==> config.mk <==
export PLATFORM = sky130hd
export DESIGN_NAME = multi_btn_press_counter
export DESIGN_NICKNAME = d
export VERILOG_FILES = /design/src/rtl/multi_btn_press_counter_pkg.sv /design/src/rtl/btn_chan_filter.sv /design/src/rtl/multi_btn_press_counter.sv
export SDC_FILE = /design/constraint.sdc
export NUM_CORES = 1
export LEC_CHECK = 0
export CAP_MARGIN = 20
export CORE_UTILIZATION = 59
export DETAILED_ROUTE_END_ITERATION = 8
export GPL_TIMING_DRIVEN = 0
export HOLD_SLACK_MARGIN = 0.02
export PLACE_DENSITY = 0.8
export RECOVER_POWER = 50
export SLEW_MARGIN = 40
export SYNTH_ARGS = -nofsm -noshare
export SYNTH_HDL_FRONTEND = slang
export SYNTH_SLANG_ARGS = --single-unit
==> constraint.sdc <==
create_clock -name clk_i -period 3.4 [get_ports clk_i]
set_input_delay 1.02 -clock clk_i [delete_from_list [all_inputs] [get_ports clk_i]]
set_output_delay 1.02 -clock clk_i [all_outputs]
set_load 0.02 [all_outputs]
==> src/rtl/multi_btn_press_counter_pkg.sv <==
// rtl/multi_btn_press_counter_pkg.sv - default button timings for a 100 MHz clock
// Holds only the default cycle counts shared by the button counter modules.
package multi_btn_press_counter_pkg;

  localparam int unsigned DEB_10MS     = 1_000_000;
  localparam int unsigned HOLD_500MS   = 50_000_000;
  localparam int unsigned REPEAT_200MS = 20_000_000;

endpackage

==> src/rtl/btn_chan_filter.sv <==
// rtl/btn_chan_filter.sv - one button channel: sync, debounce, press detect, auto-repeat
// Ports:
//   clk_i        system clock
//   rst_i        synchronous reset, active-high
//   btn_i        raw asynchronous button level
//   key_o        debounced button level (registered)
//   press_o      one-cycle pulse per accepted press or repeat (registered)
//   press_next_o value press_o takes at the next edge; lets the counter update on that same edge
module btn_chan_filter
  import multi_btn_press_counter_pkg::*;
#(
  parameter int unsigned DEB_CYCLES    = DEB_10MS,
  parameter bit          REPEAT_EN     = 1'b1,
  parameter int unsigned HOLD_CYCLES   = HOLD_500MS,
  parameter int unsigned REPEAT_CYCLES = REPEAT_200MS
) (
  input  logic clk_i,
  input  logic rst_i,
  input  logic btn_i,
  output logic key_o,
  output logic press_o,
  output logic press_next_o
);

  localparam int unsigned     DEB_W    = $clog2(DEB_CYCLES);
  localparam logic [DEB_W-1:0] DEB_LAST = DEB_W'(DEB_CYCLES - 1);

  logic             s1_q, s2_q;
  logic             key_q, key_d, key_prev_q;
  logic             press_q;
  logic [DEB_W-1:0] deb_q, deb_d;
  logic             rise;
  logic             rep_fire;

  // Any agreement between s2 and key restarts the stability count.
  always_comb begin
    key_d = key_q;
    deb_d = '0;
    if (s2_q != key_q) begin
      if (deb_q == DEB_LAST) key_d = s2_q;
      else                   deb_d = deb_q + 1'b1;
    end
  end

  assign rise         = key_q & ~key_prev_q;
  assign press_next_o = rise | rep_fire;

  always_ff @(posedge clk_i) begin
    if (rst_i) begin
      s1_q       <= 1'b0;
      s2_q       <= 1'b0;
      key_q      <= 1'b0;
      key_prev_q <= 1'b0;
      deb_q      <= '0;
      press_q    <= 1'b0;
    end else begin
      s1_q       <= btn_i;
      s2_q       <= s1_q;
      key_q      <= key_d;
      key_prev_q <= key_q;
      deb_q      <= deb_d;
      press_q    <= press_next_o;
    end
  end

  if (REPEAT_EN) begin : g_rep
    localparam int unsigned     TMR_MAX   = (HOLD_CYCLES > REPEAT_CYCLES) ? HOLD_CYCLES : REPEAT_CYCLES;
    localparam int unsigned     TMR_W     = $clog2(TMR_MAX);
    localparam logic [TMR_W-1:0] HOLD_LAST = TMR_W'(HOLD_CYCLES - 1);
    localparam logic [TMR_W-1:0] REP_LAST  = TMR_W'(REPEAT_CYCLES - 1);

    logic [TMR_W-1:0] tmr_q, tmr_d;
    logic             rep_q, rep_d;   // 0: waiting out the hold delay, 1: repeating
    logic             fire;

    // Gating on key_d suppresses a repeat on the very edge the key is released.
    always_comb begin
      tmr_d = '0;
      rep_d = 1'b0;
      fire  = 1'b0;
      if (!rise && key_q && key_d) begin
        rep_d = rep_q;
        if (tmr_q == (rep_q ? REP_LAST : HOLD_LAST)) begin
          fire  = 1'b1;
          rep_d = 1'b1;
        end else begin
          tmr_d = tmr_q + 1'b1;
        end
      end
    end

    always_ff @(posedge clk_i) begin
      if (rst_i) begin
        tmr_q <= '0;
        rep_q <= 1'b0;
      end else begin
        tmr_q <= tmr_d;
        rep_q <= rep_d;
      end
    end

    assign rep_fire = fire;
  end else begin : g_norep
    assign rep_fire = 1'b0;
  end

  assign key_o   = key_q;
  assign press_o = press_q;

endmodule

==> src/rtl/multi_btn_press_counter.sv <==
// rtl/multi_btn_press_counter.sv - N-channel debounced push-button press counter
// Ports:
//   clk_i    system clock
//   rst_i    synchronous reset, active-high
//   btn_i    raw asynchronous button inputs, active-high, one per channel
//   clr_i    per-channel synchronous clear of cnt and ovf
//   key_o    debounced button levels
//   press_o  one-cycle pulse per accepted press or repeat
//   cnt_o    per-channel counters, channel i at [i*CNT_W +: CNT_W]
//   ovf_o    sticky per-channel flag, set by a press while the counter is all-ones
module multi_btn_press_counter
  import multi_btn_press_counter_pkg::*;
#(
  parameter int unsigned N_CH          = 4,
  parameter int unsigned CNT_W         = 16,
  parameter int unsigned DEB_CYCLES    = DEB_10MS,
  parameter bit          REPEAT_EN     = 1'b1,
  parameter int unsigned HOLD_CYCLES   = HOLD_500MS,
  parameter int unsigned REPEAT_CYCLES = REPEAT_200MS,
  parameter bit          SATURATE      = 1'b0
) (
  input  logic                    clk_i,
  input  logic                    rst_i,
  input  logic [N_CH-1:0]         btn_i,
  input  logic [N_CH-1:0]         clr_i,
  output logic [N_CH-1:0]         key_o,
  output logic [N_CH-1:0]         press_o,
  output logic [N_CH*CNT_W-1:0]   cnt_o,
  output logic [N_CH-1:0]         ovf_o
);

  for (genvar i = 0; i < N_CH; i++) begin : g_ch
    logic             press_next;
    logic [CNT_W-1:0] cnt_q, cnt_d;
    logic             ovf_q, ovf_d;

    btn_chan_filter #(
      .DEB_CYCLES   (DEB_CYCLES),
      .REPEAT_EN    (REPEAT_EN),
      .HOLD_CYCLES  (HOLD_CYCLES),
      .REPEAT_CYCLES(REPEAT_CYCLES)
    ) u_filt (
      .clk_i       (clk_i),
      .rst_i       (rst_i),
      .btn_i       (btn_i[i]),
      .key_o       (key_o[i]),
      .press_o     (press_o[i]),
      .press_next_o(press_next)
    );

    // Clear takes priority: a press on the same edge is dropped from the count.
    always_comb begin
      cnt_d = cnt_q;
      ovf_d = ovf_q;
      if (clr_i[i]) begin
        cnt_d = '0;
        ovf_d = 1'b0;
      end else if (press_next) begin
        if (&cnt_q) begin
          ovf_d = 1'b1;
          cnt_d = SATURATE ? cnt_q : {CNT_W{1'b0}};
        end else begin
          cnt_d = cnt_q + 1'b1;
        end
      end
    end

    always_ff @(posedge clk_i) begin
      if (rst_i) begin
        cnt_q <= '0;
        ovf_q <= 1'b0;
      end else begin
        cnt_q <= cnt_d;
        ovf_q <= ovf_d;
      end
    end

    assign cnt_o[i*CNT_W +: CNT_W] = cnt_q;
    assign ovf_o[i]                = ovf_q;
  end

endmodule
==> metrics.md <==
| Metric | Value |
|---|---|
| Layout Cells excl Fill | `1,841` |
| CP max stage delay | `0.71 ns` |
| Area after DPL | `13,500 um^2` |
| Tot GR Track Use | `24.8%` |
| Hold Path Stages | `1` |
| Number of antenna-violating nets in the routed design | `0` |
| Status | `finished clean` |
| Max FO, Critical Path | `10` |
| Area of the mapped netlist | `between 10,000 and 15,000 um^2` |
| Min Tclk post-route | `3.07 ns` |
| Chip height | `147 um` |
| Initial Util | `about 61%` |
| Clock sinks | `276` |
| Power Total | `6.65 mW` |
| Largest net degree at the start of global routing | `14` |
| Max VDD drop | `0.445 mV` |
| # Max-Cap Violations | `0` |
| Clock transition at path regs | `0.06 ns` |
| CTS buffer count | `29` |
| Share of layout cells above drive strength 1 | `4.84%` |
| Port Buffer Count | `85` |
| CTS max path bufs | `3` |
| EDFF count, synth | `0` |
| Final hold slack | `about 0.44 ns` |
| Setup bufs post-CTS | `0` |
| Fin Setup TNS | `0 ns` |
| Gpl congestion | `0.860` |
| Placed Instances | `1,789` |
| Critical Path Stages | `8` |
| CTS tree | `yes` |
| Fin Clk Skew | `0.00858 ns` |
| Clock latency on the worst-skew pair | `around 0.54 ns` |
| Cell area after layout | `14,600 um^2` |
| Flop-to-flop setup slack | `about 0.33 ns` |
| Initial antenna violation count | `1` |
| Fmax | `326 MHz` |
| Final HPWL DP | `approximately 18 mm` |
| # rows | `52` |
| CP delay by family, top | `compound AO/OA/AOI/OAI gates` |
| Area grow syn2layout | `18.0%` |
| WP data arrival | `3.45 ns` |
| Critical Path, Cell by Cell | `ha_1, nand4_1, nor4b_2, o221ai_1, a21o_1, buf_2, o31ai_2, nor2_1` |
| Slew Limit Fails | `0` |
| Relative slew slack | `24.1%` |
| Power Density | `about 460 nW/um^2` |
| Initial DRC Count | `489` |
| CP Launch Type | `register` |
| RSZ-0062 raised after global routing | `no` |
| Routed vias/inst | `5.63` |
| Grt ovf | `0` |
| Leakage | `around 4.8 nW` |
| Hold buffer count at cts | `0` |
| Worst slew pin tran | `around 1.1 ns` |
| Largest cells by area after synthesis | `dfxtp_1 45%, nor2_1 8.3%, xor2_1 7.0%` |
| Area share of the largest cell type after synthesis | `44.8%` |
| R2R Path End | `g_ch[3].cnt_q[3]$_SDFFE_PP0N_` |
| # fillers | `about 1,600` |
| Die footprint | `21,500 um^2` |
| Reg2reg path depth | `8` |
| Chip width | `147 um` |
| PostCTS Resize Cnt | `0` |
| Yosys warns | `0` |
| Ys async rst share | `0%` |
| Most common flop cell mapped by yosys | `dfxtp_1` |
| Avg WL per Cell | `between 10 and 15 um` |
| Count leader, synth | `dfxtp_1` |
| CP bufs+invs | `1` |
| CP Class | `register to register` |
| Critical Path RT | `roughly 3.8 ns` |
| Register area share after synthesis | `44.8%` |
| Synth Register Bits | `276` |
| First drt pass iteration count | `5` |
| Top post-synthesis cells by count | `276 x dfxtp_1, 272 x nor2_1, 99 x nand2_1, 99 x xor2_1, 95 x nand3_1` |
| Worst reg2reg startpoint | `g_ch[3].u_filt.g_rep.tmr_q[0]$_SDFF_PP0_` |
| Core Util, Final | `71.5%` |
| Distinct cells, synth | `62` |
| Post-synthesis net count | `~1,500` |
| Synth Instances | `between 1,000 and 1,500` |
| # DRC | `0` |
| Via count | `10,400` |
| HP Class | `register to register` |
| Final Hold Vio Count | `0` |
| Worst slack at placement | `-0.0498 ns` |
| Vias in the first global route | `10,100` |
| Crit path max-delay cell type | `o31ai_2` |
| Tcrit/Tclk final | `90.3%` |
| First-pass GRT wire length | `45.7 mm` |
| Core Footprint | `20,400 um^2` |
| Flip-flop and latch area | `~5500 um^2` |
| CP Capture Point | `g_ch[3].cnt_q[3]$_SDFFE_PP0N_` |
| Root Driver | `clkbuf_16` |
| Final Setup Violations | `0` |
| Fin nets | `approximately 1,600` |
| Critical path startpoint | `g_ch[3].u_filt.g_rep.tmr_q[0]$_SDFF_PP0_` |
| Cell taking the most area after synthesis | `dfxtp_1` |
| Crit. End Element | `register` |
| Final WL | `26.5 mm` |
| H-tree Lvls | `1` |
| Avg Cell Area, Syn | `8.61 um^2` |
| Worst Slack Setup Final | `0.331 ns` |
| Multi-input logic area | `6450 um^2` |
| I/O Pins | `86` |
-- registers in the layout, indices dropped and copies added (netlist names) --
name	flops
g_ch.u_filt.g_rep.tmr_q	104
g_ch.u_filt.deb_q	80
g_ch.cnt_q	64
g_ch.ovf_q	4
g_ch.u_filt.g_rep.rep_q	4
g_ch.u_filt.key_o	4
g_ch.u_filt.key_prev_q	4
g_ch.u_filt.press_o	4
g_ch.u_filt.s1_q	4
g_ch.u_filt.s2_q	4
-- worst reg2reg max path, stage by stage, from the launching register on --
cell	delay, ns
dfxtp_1	0.39
ha_1	0.25
nand4_1	0.19
nor4b_2	0.40
o221ai_1	0.33
a21o_1	0.29
buf_2	0.19
o31ai_2	0.71
nor2_1	0.17
-- worst min path at each step --
stage	from	end	slack [ns]
after floorplan	g_ch[1].u_filt.deb_q[0]$_SDFF_PP0_	g_ch[1].u_filt.deb_q[0]$_SDFF_PP0_	0.41
after global placement	g_ch[3].u_filt.s1_q$_SDFF_PP0_	g_ch[3].u_filt.s2_q$_SDFF_PP0_	0.42
after detailed placement	g_ch[2].u_filt.s1_q$_SDFF_PP0_	g_ch[2].u_filt.s2_q$_SDFF_PP0_	0.43
after CTS	g_ch[2].u_filt.s1_q$_SDFF_PP0_	g_ch[2].u_filt.s2_q$_SDFF_PP0_	0.44
after global routing	g_ch[3].u_filt.s1_q$_SDFF_PP0_	g_ch[3].u_filt.s2_q$_SDFF_PP0_	0.46
final	g_ch[2].u_filt.s1_q$_SDFF_PP0_	g_ch[2].u_filt.s2_q$_SDFF_PP0_	0.44
-- where the power goes --
group	internal, mW	switching [mW]
logic	0.0207	0.0373
clock network	2.09	1.26
registers	3.24	0.00373
-- layer usage --
layer  share of wire (%)  global-route usage [%]  routed length, um  vias to the layer above
met2                  47                    41.7              12400                      242
met3                 5.0                    3.44               1330                       45
li1                    -                       -                  -                     5192
met1                  46                    33.1              12200                     4885
met5                   0                       0                  0                        -
met4                 2.2                    7.50                585                        0
-- cell usage in the layout (no fill, tap or decap), types with 5 or more instances in the layout --
master / n
a211oi_1: 7
a21oi_1: 48
and2_1: 18
and3_1: 43
and4_1: 17
and4b_1: 5
buf_4: 12
clkbuf_1: 43
clkbuf_16: 29
clkbuf_8: 11
clkdlybuf4s50_1: 17
dfxtp_1: 276
dlygate4sd3_1: 68
ha_1: 12
inv_1: 29
mux2i_1: 6
nand2_1: 99
nand2b_1: 6
nand3_1: 95
nand4_1: 45
nand4b_1: 6
nor2_1: 272
nor2b_1: 12
nor3_1: 23
nor4_1: 13
nor4b_1: 8
nor4bb_1: 7
o21ai_0: 24
o31ai_1: 20
or3_1: 25
or4_1: 19
xnor2_1: 87
xor2_1: 99
-- cell type report --
cell class	instances	area share, %
Clock buffer	45	6.15
Antenna cell	1	0.0172
Sequential cell	276	37.9
Tap cell	270	2.32
Buffer	55	1.80
Inverter	29	0.747
Multi-Input combinational cell	1074	44.3
Timing Repair Buffer	85	5.84
Clock inverter	6	0.893
-- logic make-up (layout without fill, tap and decap cells) --
| logic type | after synthesis | after routing | synth area share [%] |
|---|---|---|---|
| compound gates | 140 | 140 | 7.59 |
| flops | 276 | 276 | 44.8 |
| mux | 6 | 6 | 0.487 |
| fa+ha+maj | 12 | 12 | 1.22 |
| buf+inv | 84 | 220 | 3.02 |
| xor+xnor | 186 | 186 | 13.2 |
| simple gates | 730 | 730 | 29.7 |
| other cells | 0 | 1 | 0 |
Note: power is estimated with default switching activity, not from simulation.
==> patch 1: new RTL, same flow settings <==
The package constant `DEB_10MS` goes from 1_000_000 to 250_000.
--- a/src/rtl/multi_btn_press_counter_pkg.sv
+++ b/src/rtl/multi_btn_press_counter_pkg.sv
@@ -3,5 +3,5 @@
 package multi_btn_press_counter_pkg;
 
-  localparam int unsigned DEB_10MS     = 1_000_000;
+  localparam int unsigned DEB_10MS     = 250_000;
   localparam int unsigned HOLD_500MS   = 50_000_000;
   localparam int unsigned REPEAT_200MS = 20_000_000;
Function: same outputs for any inputs over 10 cycles, from zero or initial values and one cycle with rst_i high; that may be too few to reach the edited logic, so the function may still have changed.
==> patch 1 against the unedited design <==
  * Largest power group is now registers
  * Sequential cell count decreased by 8
  * Power decreased by 5.3%
  * Critical path type is now primary input to register
  * Setup slack got worse by 0.26 ns
  * Synthesized cell count decreased by 1.2%
  * Area after synthesis decreased by 1.8%
  * Clock power decreased by 7.8%
  * Design area decreased by 2.3%
  * Routed wire length increased by 1.5%
==> patch 1: results (changes against the unedited design) <==
Status:
- The flow ran to the end, and the final reports show no timing, DRC or antenna violations.

Global routing:
- The via count of the first global-routing pass is 9,552 (-5.0%).
- The met1 track utilization from global routing is 34.2% (+1.1 points).
- The overall fraction of global-route tracks in use came to 24.8% (-0.061 points).

Timing:
- The measured slew at the worst slew-check pin is 0.863 ns (-0.264 ns).

Clocking:
- The number of CTS-inserted buffers is 28 (-3.4%).

Setup path:
- The first element of the critical path is rst_i.
- The terminus of the critical flop-to-flop path is g_ch[2].cnt_q[13]$_SDFFE_PP0N_.
- The cell type of the slowest stage on the worst timing path is sky130_fd_sc_hd__clkdlybuf4s50_1.
- The critical path capture point is g_ch[3].ovf_q$_SDFFE_PP0P_.
- The slack of the worst reg-to-reg path is 0.20 ns (-0.13 ns).
- The family with the most delay on the worst path is buffers and inverters.
- The delay of the slowest cell on the worst path is 0.76 ns (+0.05 ns).

Yosys:
- By area the synthesized netlist is led by sky130_fd_sc_hd__dfxtp_1, sky130_fd_sc_hd__nor2_1, sky130_fd_sc_hd__xnor2_1.
- The mean area per synthesized cell is 8.56 µm² (-0.57%).
- The multiplexer area fraction after synthesis is 0.495% (+0.0087 points).
- The post-synthesis net count was 1,439 (-1.2%).
- The sequential fraction of the synthesis area is 44.2% (-0.52 points).
- The compound-gate portion of the synthesized area is 8.80% (+1.2 points).

Place:
- The cell area after placement is 0.0133 mm² (-1.6%).
- The placer's final routability congestion estimate was 0.863 (+0.38%).

Final layout:
- The largest registers in the layout are g_ch.u_filt.g_rep.tmr_q: 104 flops, g_ch.u_filt.deb_q: 72 flops, g_ch.cnt_q: 64 flops.
- The number of fill cells came to 1,633 (+3.7%).
- The final-stage net count was 1,554 (-1.1%).

Detailed routing:
- The final wirelength is 26.9 mm (+1.5%).
- The length of routed met3 wiring is 1.29 mm (-3.4%).

Pwr:
- The total power after layout is 0.00630 W (-5.3%).
-- patch 1: changes by cell type after synthesis, moves of 8 or more --
cell / before / now
sky130_fd_sc_hd__nand2_1: 99 / 91
sky130_fd_sc_hd__o31ai_1: 19 / 28
sky130_fd_sc_hd__o21ai_0: 23 / 33
sky130_fd_sc_hd__nor2_1: 272 / 257
sky130_fd_sc_hd__a21oi_1: 48 / 66
sky130_fd_sc_hd__or4_1: 19 / 27
sky130_fd_sc_hd__dfxtp_1: 276 / 268
sky130_fd_sc_hd__xor2_1: 99 / 72
-- patch 1: final cells by class --
cell class	instances	area, µm²	share of cell area (%)
multi-input cells	1060	6350	44.6
flip-flops and latches	268	5370	37.7
repair buffers	85	851	5.98
clock buffers	41	831	5.84
well taps	270	338	2.37
plain buffers	55	265	1.86
inverters	34	128	0.896
clock inverters	10	110	0.773
==> patch 2: new RTL, same flow settings <==
Without the edit above. Add an input register stage for `btn_i` and `clr_i`, without a reset; this delays them by one clock.
--- a/src/rtl/multi_btn_press_counter.sv
+++ b/src/rtl/multi_btn_press_counter.sv
@@ -30,4 +30,12 @@
 );
 
+  logic [N_CH-1:0] btn_q;
+  logic [N_CH-1:0] clr_q;
+
+  always_ff @(posedge clk_i) begin
+    btn_q <= btn_i;
+    clr_q <= clr_i;
+  end
+
   for (genvar i = 0; i < N_CH; i++) begin : g_ch
     logic             press_next;
@@ -43,5 +51,5 @@
       .clk_i       (clk_i),
       .rst_i       (rst_i),
-      .btn_i       (btn_i[i]),
+      .btn_i       (btn_q[i]),
       .key_o       (key_o[i]),
       .press_o     (press_o[i]),
@@ -53,5 +61,5 @@
       cnt_d = cnt_q;
       ovf_d = ovf_q;
-      if (clr_i[i]) begin
+      if (clr_q[i]) begin
         cnt_d = '0;
         ovf_d = 1'b0;
Function: same outputs for any inputs over 4 cycles, from zero or initial values and one cycle with rst_i high; that may be too few to reach the edited logic, so the function may still have changed.
==> patch 2 against the unedited design <==
  * Cell count fell by 1.5%
  * Setup slack worse by 0.093 ns
  * Largest cell class unchanged
  * Critical path type is now primary input to register
  * Area after synthesis is 0.82% lower
  * Sequential power increased by 3%
  * Sequential cell count increased by 8
  * Power is 1.2% lower
  * Sequential share of layout area rose by 1.6 points
  * Design area is 1.2% lower
  * Critical endpoint is now g_ch[1].cnt_q[9]$_SDFFE_PP0N_
  * Routed wire length down 7.2%
==> patch 2: results (changes against the unedited design) <==
Status:
- The run finished with clean final reports.

Global routing:
- The overall fraction of global-route tracks in use was 23.0% (-1.8 points).
- The via count of the first global-routing pass is 9,219 (-8.3%).
- The first-pass GRT wire length is 42.1 mm (-8.0%).
- The initial antenna violation count is 0 (-1).
- The largest net degree at the start of global routing is 15 (+1).

Setup path:
- The count of cells along the worst register-to-register path is 7 (-1).
- The slowest stage of the critical path is the sky130_fd_sc_hd__clkdlybuf4s50_1 cell.
- The critical path ends at g_ch[1].cnt_q[9]$_SDFFE_PP0N_.
- The maximum fanout count along the critical path is 10 (unchanged).
- The startpoint identified for the worst register-to-register timing path is g_ch[3].u_filt.g_rep.tmr_q[8]$_SDFF_PP0_.
- The data arrival time of the worst path is 3.55 ns (+0.10 ns).
- The slack of the worst reg-to-reg path is 0.41 ns (+0.08 ns).
- In this run the critical register-to-register path is captured at g_ch[3].cnt_q[9]$_SDFFE_PP0N_.
- Tracing the worst setup path back leads to its startpoint at rst_i.
- The family with the most delay on the worst path is buffers and inverters.
- The delay of the slowest cell on the worst path came to 0.77 ns (+0.06 ns).

Pwr:
- The highest ir drop seen on vdd is 0.328 mV (-26%).
- The static leakage is 4.89 nW (+1.0%).
- The total internal power came to 0.00526 W (-1.7%).

Yosys:
- The count of different cell masters after synthesis is 51 (-18%).
- After synthesis, the cell types taking the most area are sky130_fd_sc_hd__dfxtp_1, sky130_fd_sc_hd__nor2_1, sky130_fd_sc_hd__xor2_1.
- The xor-xnor portion of the synthesized cell area is 14.2% (+0.97 points).
- The adder-cell area share of the yosys netlist is 1.23% (+0.010 points).
- The number of standard cells after synthesis is 1,409 (-1.7%).
- The compound-gate portion of the synthesized area came to 4.68% (-2.9 points).
- Sorting the synthesized cells by how often they occur yields sky130_fd_sc_hd__dfxtp_1, sky130_fd_sc_hd__nor2_1, sky130_fd_sc_hd__xor2_1.
- The post-synthesis net count is 1,431 (-1.7%).
- The sequential fraction of the synthesis area is 46.4% (+1.7 points).
- The multiplexer area fraction after synthesis came to 0.572% (+0.086 points).

Final layout:
- The non-filler instance count after layout is 1,813 (-1.5%).
- The share of final-layout standard cells stronger than drive strength 1 is 5.12% (+0.28 points).
- The diode insertion count for antenna repair was 0 (-1).
- The number of fill cells came to 1,612 (+2.4%).
- The final-stage net count was 1,547 (-1.6%).

Detailed routing:
- The per-cell via count in the routed design is 5.45 (-3.3%).
- The DRC violation total after the first TritonRoute iteration is 468 (-4.3%).
- The post-detailed-route wirelength per cell came to 13.6 µm (-5.7%).

Place:
- The placer's final routability congestion estimate is 0.814 (-5.4%).
- The half-perimeter wire length of the detailed placement result is 16.9 mm (-7.1%).

Timing:
- The final hold slack is 0.433 ns (-0.00567 ns).
- The measured slew at the worst slew-check pin is 0.736 ns (-0.391 ns).
- The final setup skew came to 0.0158 ns (+0.00721 ns).

Min path:
- For hold timing, the worst endpoint is g_ch[3].u_filt.s1_q$_SDFF_PP0_.
- The source of the worst hold timing path is btn_q[3]$_DFF_P_.
- The cell depth of the worst hold path is 1 (unchanged).
==> patch 2: changes by cell type after synthesis, moves of 5 or more <==
cell	before	now
sky130_fd_sc_hd__a21oi_1	48	37
sky130_fd_sc_hd__and2_1	18	10
sky130_fd_sc_hd__and4_1	17	12
sky130_fd_sc_hd__clkbuf_1	36	27
sky130_fd_sc_hd__dfxtp_1	276	284
sky130_fd_sc_hd__nand2_1	99	108
sky130_fd_sc_hd__nor2_1	272	280
sky130_fd_sc_hd__o21ai_0	23	36
sky130_fd_sc_hd__o31ai_1	19	1
sky130_fd_sc_hd__or3_1	25	35
sky130_fd_sc_hd__or4_1	19	4
sky130_fd_sc_hd__or4bb_1	0	5
sky130_fd_sc_hd__xnor2_1	87	78
sky130_fd_sc_hd__xor2_1	99	120
==> patch 2: per-layer routing <==
metal  vias to the layer above  track usage [%]  part of all wire (%)
li1                       5029                -                     -
met1                      4598             30.9                    47
met2                       207             38.7                    46
met3                        39             3.28                   4.5
met4                         0             6.30                   2.0
met5                         -                0                     0
==> patch 2: metrics by stage <==
| step | power (W) | cell area, µm² | worst slack (ns) |
|---|---|---|---|
| after global routing | 0.00678 | 14400 | 0.0391 |
| after CTS | 0.00663 | 14400 | 0.207 |
| after floorplan | 0.00345 | 12200 | 0.812 |
| after global placement | 0.00347 | 13400 | -0.325 |
| final | 0.00657 | 14400 | 0.238 |
| after detailed placement | 0.00347 | 13400 | -0.344 |
==> patch 2: power by group through the flow <==
stage / logic (W) / clock network (W) / registers, W
after global routing: 0.0000594 / 0.00338 / 0.00334
after CTS: 0.0000567 / 0.00323 / 0.00334
after global placement: 0.0000559 / 0 / 0.00342
after detailed placement: 0.0000561 / 0 / 0.00342
final: 0.0000542 / 0.00317 / 0.00334
after floorplan: 0.0000295 / 0 / 0.00342
==> patch 2: logic make-up after synthesis <==
kind of cell               Yosys count
adders and majority gates           12
buffers and inverters               70
muxes                                7
and+or+nand+nor                    742
DFF                                284
AOI/OAI and AO/OA                   96
xor gates and xnor gates           198
==> patch 2: cell type report <==
cell class | count | area, µm² | area share, %
buffer | 44 | 214 | 1.49
clock buffer | 39 | 823 | 5.72
clock inverter | 10 | 131 | 0.913
inverter | 26 | 97.6 | 0.678
multi-input combinational | 1055 | 6240 | 43.4
sequential | 284 | 5690 | 39.5
tap | 270 | 338 | 2.35
timing repair buffer | 85 | 851 | 5.91
==> patch 2: worst register-to-register path, delay by kind of cell (launching register included) <==
kind | cells | cell delay [ns]
AO/OA/AOI/OAI | 4 | 1.17
flip-flops | 1 | 0.36
AND/OR/NAND/NOR | 3 | 1.40
